### src/rtl/tank_pkg.sv
// Shared game-side definitions: map geometry, map store latency and requester IDs.
package tank_pkg;

    localparam int COORD_W = 6;
    localparam int MAP_LAT = 1;

    typedef enum logic [1:0] {
        REQ_TANK1  = 2'd0,
        REQ_TANK2  = 2'd1,
        REQ_SHELL1 = 2'd2,
        REQ_SHELL2 = 2'd3
    } req_id_e;

    function automatic logic [7:0] sat_inc8(input logic [7:0] v);
        return (v == 8'hFF) ? v : v + 8'd1;
    endfunction

endpackage

### src/rtl/rr_arbiter.sv
// Generic N-way round-robin picker: first request at or after ptr wins, wrapping at N.
module rr_arbiter #(
    parameter int N  = 4,
    parameter int PW = (N > 1) ? $clog2(N) : 1
) (
    input  logic [N-1:0]  req,
    input  logic [PW-1:0] ptr,
    output logic [N-1:0]  gnt,
    output logic [PW-1:0] idx,
    output logic          any
);

    logic [PW:0]   sum_s;
    logic [PW-1:0] cand_s;

    // scan candidates starting at ptr; wrap is explicit so N need not be a power of two
    always_comb begin
        gnt    = '0;
        idx    = '0;
        any    = 1'b0;
        sum_s  = '0;
        cand_s = '0;
        for (int off = 0; off < N; off++) begin
            sum_s = {1'b0, ptr} + (PW + 1)'(off);
            if (sum_s >= (PW + 1)'(N)) begin
                sum_s = sum_s - (PW + 1)'(N);
            end else begin
                sum_s = sum_s;
            end
            cand_s = sum_s[PW-1:0];
            if (!any && req[cand_s]) begin
                any         = 1'b1;
                gnt[cand_s] = 1'b1;
                idx         = cand_s;
            end else begin
                any = any;
            end
        end
    end

endmodule

### src/rtl/map_port_arbiter.sv
// Shares the map wall-lookup port between VGA scan-out (absolute priority) and
// round-robin game-logic requesters; tags each lookup so its result returns to its owner.
module map_port_arbiter
    import tank_pkg::*;
#(
    parameter int N_REQ      = 4,
    parameter int COORD_W    = tank_pkg::COORD_W,
    parameter int LAT        = tank_pkg::MAP_LAT,
    parameter int STARVE_LIM = 255
) (
    input  logic                     clk,
    input  logic                     rst_n,
    input  logic                     i_vga_busy,
    input  logic [COORD_W-1:0]       i_vga_x,
    input  logic [COORD_W-1:0]       i_vga_y,
    output logic                     o_vga_is_wall,
    input  logic [N_REQ-1:0]         i_req,
    input  logic [N_REQ*COORD_W-1:0] i_req_x,
    input  logic [N_REQ*COORD_W-1:0] i_req_y,
    output logic [N_REQ-1:0]         o_gnt,
    output logic [N_REQ-1:0]         o_rvalid,
    output logic                     o_rdata,
    output logic [COORD_W-1:0]       o_map_x,
    output logic [COORD_W-1:0]       o_map_y,
    input  logic                     i_map_is_wall,
    output logic                     o_starve
);

    localparam int PW = (N_REQ > 1) ? $clog2(N_REQ) : 1;
    localparam logic [7:0] STARVE_LIM8 = 8'(STARVE_LIM);

    logic [N_REQ-1:0]   req_ok_s;
    logic [N_REQ-1:0]   gnt_s;
    logic [PW-1:0]      win_s;
    logic               any_s;
    logic [PW-1:0]      ptr_r;
    logic [COORD_W-1:0] map_x_s;
    logic [COORD_W-1:0] map_y_s;
    logic [LAT-1:0]     tag_vld_r;
    logic [N_REQ-1:0]   tag_id_r [LAT];
    logic [7:0]         wait_r [N_REQ];
    logic [7:0]         wait_nxt_s [N_REQ];
    logic               starve_hit_s;

    // VGA owns the port outright while drawing, so requests are simply masked
    assign req_ok_s      = i_vga_busy ? '0 : i_req;
    assign o_gnt         = gnt_s;
    assign o_vga_is_wall = i_map_is_wall;
    assign o_map_x       = map_x_s;
    assign o_map_y       = map_y_s;

    rr_arbiter #(
        .N  (N_REQ),
        .PW (PW)
    ) u_rr (
        .req (req_ok_s),
        .ptr (ptr_r),
        .gnt (gnt_s),
        .idx (win_s),
        .any (any_s)
    );

    // map address: granted requester's coordinates, otherwise the VGA scan position
    always_comb begin
        map_x_s = i_vga_x;
        map_y_s = i_vga_y;
        if (any_s) begin
            map_x_s = i_req_x[int'(win_s)*COORD_W +: COORD_W];
            map_y_s = i_req_y[int'(win_s)*COORD_W +: COORD_W];
        end else begin
            map_x_s = i_vga_x;
            map_y_s = i_vga_y;
        end
    end

    // round-robin pointer moves just past the winner
    always_ff @(posedge clk or negedge rst_n) begin
        if (!rst_n) begin
            ptr_r <= '0;
        end else if (any_s) begin
            ptr_r <= (int'(win_s) == N_REQ - 1) ? '0 : win_s + PW'(1);
        end else begin
            ptr_r <= ptr_r;
        end
    end

    // tag pipeline tracks which requester owns each lookup in flight
    always_ff @(posedge clk or negedge rst_n) begin
        if (!rst_n) begin
            tag_vld_r <= '0;
            for (int i = 0; i < LAT; i++) begin
                tag_id_r[i] <= '0;
            end
        end else begin
            tag_vld_r[0] <= any_s;
            tag_id_r[0]  <= gnt_s;
            for (int i = 1; i < LAT; i++) begin
                tag_vld_r[i] <= tag_vld_r[i-1];
                tag_id_r[i]  <= tag_id_r[i-1];
            end
        end
    end

    // capture map data as the owning tag reaches the last stage
    always_ff @(posedge clk or negedge rst_n) begin
        if (!rst_n) begin
            o_rvalid <= '0;
            o_rdata  <= 1'b0;
        end else begin
            o_rvalid <= tag_vld_r[LAT-1] ? tag_id_r[LAT-1] : '0;
            o_rdata  <= tag_vld_r[LAT-1] ? i_map_is_wall : o_rdata;
        end
    end

    // next wait counts; starvation is judged on the value the counter is about to take
    always_comb begin
        starve_hit_s = 1'b0;
        for (int k = 0; k < N_REQ; k++) begin
            wait_nxt_s[k] = 8'd0;
        end
        for (int k = 0; k < N_REQ; k++) begin
            if (i_req[k] && !gnt_s[k]) begin
                wait_nxt_s[k] = sat_inc8(wait_r[k]);
            end else begin
                wait_nxt_s[k] = 8'd0;
            end
            if (wait_nxt_s[k] >= STARVE_LIM8) begin
                starve_hit_s = 1'b1;
            end else begin
                starve_hit_s = starve_hit_s;
            end
        end
    end

    // wait counters and sticky starvation flag
    always_ff @(posedge clk or negedge rst_n) begin
        if (!rst_n) begin
            for (int k = 0; k < N_REQ; k++) begin
                wait_r[k] <= 8'd0;
            end
            o_starve <= 1'b0;
        end else begin
            for (int k = 0; k < N_REQ; k++) begin
                wait_r[k] <= wait_nxt_s[k];
            end
            o_starve <= o_starve | starve_hit_s;
        end
    end

endmodule

### config.mk
export PLATFORM = sky130hd
export DESIGN_NAME = map_port_arbiter
export DESIGN_NICKNAME = d
export VERILOG_FILES = /design/src/rtl/tank_pkg.sv /design/src/rtl/rr_arbiter.sv /design/src/rtl/map_port_arbiter.sv
export SDC_FILE = /design/constraint.sdc
export NUM_CORES = 1
export LEC_CHECK = 0
export CAP_MARGIN = 20
export CORE_MARGIN = 2
export CORE_UTILIZATION = 35
export DETAILED_ROUTE_END_ITERATION = 16
export SETUP_SLACK_MARGIN = 0.3
export SYNTH_ARGS = -nofsm -noshare
export SYNTH_HDL_FRONTEND = slang
export SYNTH_SLANG_ARGS = --single-unit
### constraint.sdc
create_clock -name clk -period 4.3 [get_ports clk]
set_input_delay 0.43 -clock clk [delete_from_list [all_inputs] [get_ports clk]]
set_output_delay 0.43 -clock clk [all_outputs]
set_load 0.01 [all_outputs]
Word-level counts from Yosys, hierarchy flattened

Index checks and enable logic that the tools add are counted.

Bits in registers: 45
Input bits: 68
Output and inout port bits: 23
Word-level logic and storage cells: 117

Add/sub/neg operators: 12
Multipliers: 1
Magnitude comparators: 16
Equality and inequality tests: 5
Shifts and indexed selects: 2
Muxes and demuxes: 49
Bitwise gates (word level): 4
Reduce and logical (&&, ||, !) cells: 18

Operators with widths:

| kind                | count |
|---|---|
| $mux 8              | 8 |
| $add 8x1->8 const B | 4 |
| $eq 8x8->1 const B  | 4 |
| $ge 8x8->1 const B  | 4 |
| $shiftx 24x32->6    | 1 |
| $mux 4              | 6 |
| $shiftx 24x6->6     | 1 |
| $mux 2              | 9 |
| $mux 1              | 16 |
| $lt 2x3->1 const B  | 4 |
| $mux 6              | 2 |
| $or 4x4->4          | 3 |
| $logic_and 1x1->1   | 11 |
| $ge 3x3->1 const B  | 3 |
| $bmux 1 s2          | 4 |
| $demux 1 s2         | 4 |
| $ge 2x1->1 const B  | 4 |
| $sub 2x1->2 const B | 4 |
| $logic_not 1->1     | 7 |
| $add 2x2->3 const B | 2 |
| $mul 2x2->4 const B | 1 |
| $add 2x1->3 const B | 1 |
| $ge 2x3->1 const B  | 1 |
| $add 2x1->2 const B | 1 |
| other kinds (2)     | 2 |

Depth between registers and ports, before layout

Word-level depth: 23
Gate-level depth with buffers: 13
Mapped depth without buffers: 8

Hierarchy

Synthesis repeated with hierarchy kept, for this count alone.

Cells, all modules: 307
Area total of the unflattened synthesis: 3171.8 sq um

Modules (own cells, without submodules):

| module           | times used | cells each | area an instance (sq um) | seq. area each (sq um) |
|---|---|---|---|---|
| map_port_arbiter | 1          | 262        | 2750.1                   | 1126.1 |
| rr_arbiter       | 1          | 45         | 421.7                    | 0.0 |

Worst setup path before layout

Ideal clock, no wire load.

Path kind: register to output
From: reg with a tool-made name
To: out o_map_x[2]
Arrival time: 3118 ps
Data required time: 3870 ps
Setup slack: 752 ps
Stages on the path, launching flop included: 13
Path buffers: 4
Path through: dfrtp_1 -> buf_2 -> buf_2 -> inv_1 -> ha_1 -> buf_6 -> mux4_2 -> a21boi_0 -> nand3b_2 -> o21ai_4 -> buf_6 -> mux2i_1 -> o221ai_1

RTL lines:

| item          | line                   | RTL |
|---|---|---|
| end, declared | map_port_arbiter.sv:23 | `output logic [COORD_W-1:0] o_map_x,` |

==> impl_metrics.csv <==
group,metric,value,unit
setup_path,critical-path-slowest-cell,"mux4_2",
logic_synthesis,yosysSeqAreaShare,0.3080,
setup_path,max_stage_delay,570,ps
timing,hold_ws,-3.725,ps
setup_path,critPathTopFamily,"buffers and inverters",
job,maxCapViolations,0,
global_route,antenna_found_initial,0,
run_status,status,"finished, violations left",
setup_path,cp.arrival,3410,ps
cts,clkLatencyLatePin,300,ps
global_route,grt_usage,0.1645,
logic_synthesis,yosys_warnings,0,
setup_path,crit_chain,"inv_1 -> ha_1 -> mux4_2 -> a21boi_1 -> nand3b_2 -> o21ai_4 -> buf_12 -> mux2i_1 -> o221ai_1 -> clkdlybuf4s50_1",
cts,clockBufferDepth,2,
pwr,pwr-share-seq,0.241,
timing,final.min_clock_period,3843,ps
final_layout,diodes,0,
worst_hold_path,hp-class,"primary input to asynchronous set/reset pin",
logic_synthesis,syn_inst,414,
timing,finalCritPeriodShare,0.8938,
logic_synthesis,synth-async-reset-ratio,1.000,
logic_synthesis,syn_nets,493,
global_route,grt_max_degree,46,
timing,tightest_slew,550.8,ps
routing,drtIter0Drc,214,
timing,fmax,260.2,MHz
pwr,powerDensity,479.2,nW/um2
pwr,ir_worst_vdd,0.2593,mV
final_layout,fill_cells,972,
timing,setup-tns-final,0,ps
timing,finClkSkew,8.111,ps
die,die_h,106.2,um
setup_path,cp_max_fo,14,
setup_path,endpoint_kind,"output pin",
final_layout,area_growth,31.90,%
die,io_pins,91,
routing,vias,3491,
pwr,clkPwrFrac,0.125,
cts,cts_hold_buf,0,
setup_path,worst-path-buf-inv,3,
logic_synthesis,synth_area_per_cell,8.831,um2
logic_synthesis,yosysTopAreaCell,"dfrtp_1",
setup_path,worstSetupPathType,"flip-flop to output pin",
cts,clk_pin_slew_worst_paths,90,ps
timing,layout_setup_ws,456.9,ps
die,initial_core_util,0.3573,
pwr,leakagePower,2.024,nW
routing,drc_errors,0,
cts,tritoncts,"built",
logic_synthesis,synth_top_area_share,0.3080,
routing,avgViaCountPerCell,5.489,
cts,htree_levels,2,
routing,wl,9261,um
setup_path,start_kind,"flip-flop",
die,die_w,106.2,um
global_route,grt_overflow,0,
cts,numCtsBuffers,5,
pwr,combPwrFrac,0.634,
routing,first_pass_iters,4,
final_layout,nets,578,
pwr,netSwitchingFraction,0.3986,
logic_synthesis,synth_edf_count,0,
timing,drv_slew,0,
placed_design,place_ws,244.9,ps
global_route,grt_pass1_vias,3281,
placed_design,dpl.hpwl,7017,um
setup_path,worstPathRequired,3870,ps
logic_synthesis,syn_area,3656,um2
pwr,p_int,1.390,mW
timing,max_slew_margin,0.6318,
placed_design,io_buffers,90,
logic_synthesis,synth_ff_type,"dfrtp_1",
pwr,p_sw,0.9211,mW
logic_synthesis,synth_area_leaders,"dfrtp_1, mux2i_1, ha_1",
die,num_rows,37,
placed_design,gp_congestion,0.8577,
timing,setup_viol,0,
final_layout,final_cells,636,
routing,wl_per_cell,14.56,um
run_status,violations,"negative hold slack",
die,core_area,10230,um2
logic_synthesis,synth_seq_cells,45,
timing,rsz0062_at_grt,"true",
placed_design,placedCellCount,625,
timing,final_hold_viol_count,7,
die,die-area,11280,um2
global_route,grt_pass1_wl,15350,um
cts,cts_sinks,45,
cts,cts-root-buf,"clkbuf_8",
final_layout,drive_above_1_share,0.08200,
logic_synthesis,netlist-cell-type-count,61,
routing,final_antenna_net_count,0,
[power groups by stage]
| stage | sequential (mW) | combinational (mW) | clock (mW) |
|---|---|---|---|
| final | 0.556 | 1.47 | 0.289 |
| after global routing | 0.569 | 1.59 | 0.317 |
| after CTS | 0.555 | 1.46 | 0.302 |
| after detailed placement | 0.564 | 1.41 | 0 |
| after global placement | 0.563 | 1.40 | 0 |
| after floorplan | 0.558 | 0.992 | 0 |
[final timing paths]
check | slack, ps | cells after the start | end
setup / recovery | 460 | 10 | o_map_x[5]
hold / removal | -4 | 1 | o_rdata$_DFFE_PN0P_
setup reg to reg | 1390 | 8 | o_starve$_DFF_PN0_
hold reg to reg | 450 | 1 | o_rvalid[1]$_DFF_PN0_
max in group asynchronous | 3820 | 2 | tag_vld_r$_DFF_PN0_
min in group clk | 450 | 1 | o_rvalid[1]$_DFF_PN0_
[timing repair]
action / in CTS / in global routing
gates resized for setup: 0 / 3
pin swaps: 1 / 0
setup endpoints to repair: 12 / 12
buffers inserted: 1 / 1
[worst reg2reg max path: cells and delay by family, from the launching register on]
kind                       cells  cell delay, ps
buffers and inverters          1             120
adders and majority gates      1             360
AOI/OAI and AO/OA              1             280
and+or+nand+nor                4            1180
muxes                          1             570
DFF                            1             350
[stage by stage]
stage / total power [mW] / hold WS [ps] / util / area, um2
2_1_floorplan: 1.551 / 134.4 / - / 3656
3_5_place_dp: 1.977 / 442.3 / 0.4560 / 4666
4_1_cts: 2.320 / 347.1 / 0.4679 / 4787
3_3_place_gp: 1.958 / 438.1 / 0.4560 / 4666
6_report: 2.311 / -3.725 / 0.4713 / 4822
5_1_grt: 2.474 / 7.788 / 0.4713 / 4822
[metal layers]
layer | vias to the layer above | global-route usage | wire length (um)
met5 | - | 0 | 0
met3 | 9 | 0.03311 | 543
li1 | 1731 | - | -
met4 | 0 | 0.04229 | 129
met2 | 108 | 0.2674 | 4233
met1 | 1643 | 0.2236 | 4356
[cells in the mapped netlist (5+ instances only)]
| cell | number |
|---|---|
| o221ai_1 | 13 |
| a211oi_1 | 6 |
| clkbuf_1 | 15 |
| a21oi_1 | 24 |
| nor2_1 | 31 |
| nand3_1 | 22 |
| nand2_1 | 30 |
| buf_2 | 6 |
| o21ai_0 | 14 |
| nor2b_1 | 8 |
| mux2i_1 | 41 |
| inv_1 | 13 |
| nor3_1 | 16 |
| nor3b_1 | 6 |
| xnor2_1 | 8 |
| a2bb2oi_1 | 13 |
| ha_1 | 11 |
| and2_1 | 7 |
| and3_1 | 6 |
| dfrtp_1 | 45 |
| a31oi_1 | 5 |
[cell families after synthesis]
group	share of synthesized area
simple gates	0.2396
compound gates	0.2071
buf+inv	0.05544
flops	0.3080
xor+xnor	0.02156
mux	0.1307
fa+ha+maj	0.03764
[cell usage in the layout (no fill, tap or decap), types with 14 or more instances in the layout]
| master | instances |
|---|---|
| a21oi_1 | 24 |
| buf_4 | 14 |
| clkdlybuf4s50_1 | 88 |
| dfrtp_1 | 45 |
| mux2i_1 | 41 |
| nand2_1 | 30 |
| nand3_1 | 21 |
| nor2_1 | 31 |
| nor3_1 | 16 |
| o21ai_0 | 14 |
[cell type report]
class                           instances  area [um2]  share of cell area
Inverter                               13       48.80             0.01012
Tap cell                              136       170.2             0.03529
Multi-Input combinational cell        328        2332              0.4837
Clock buffer                            7       96.34             0.01998
Clock inverter                          1       5.005            0.001038
Timing Repair Buffer                  106        1044              0.2164
Sequential cell                        45        1126              0.2335
[state kept, by name, summed over array words and instances, names as in the netlist, named ones only]
register,flops
wait_r,32
o_rvalid,4
tag_id_r,4
o_rdata,1
o_starve,1
ptr_r,1
tag_vld_r,1
(Power assumes the default switching activity.)
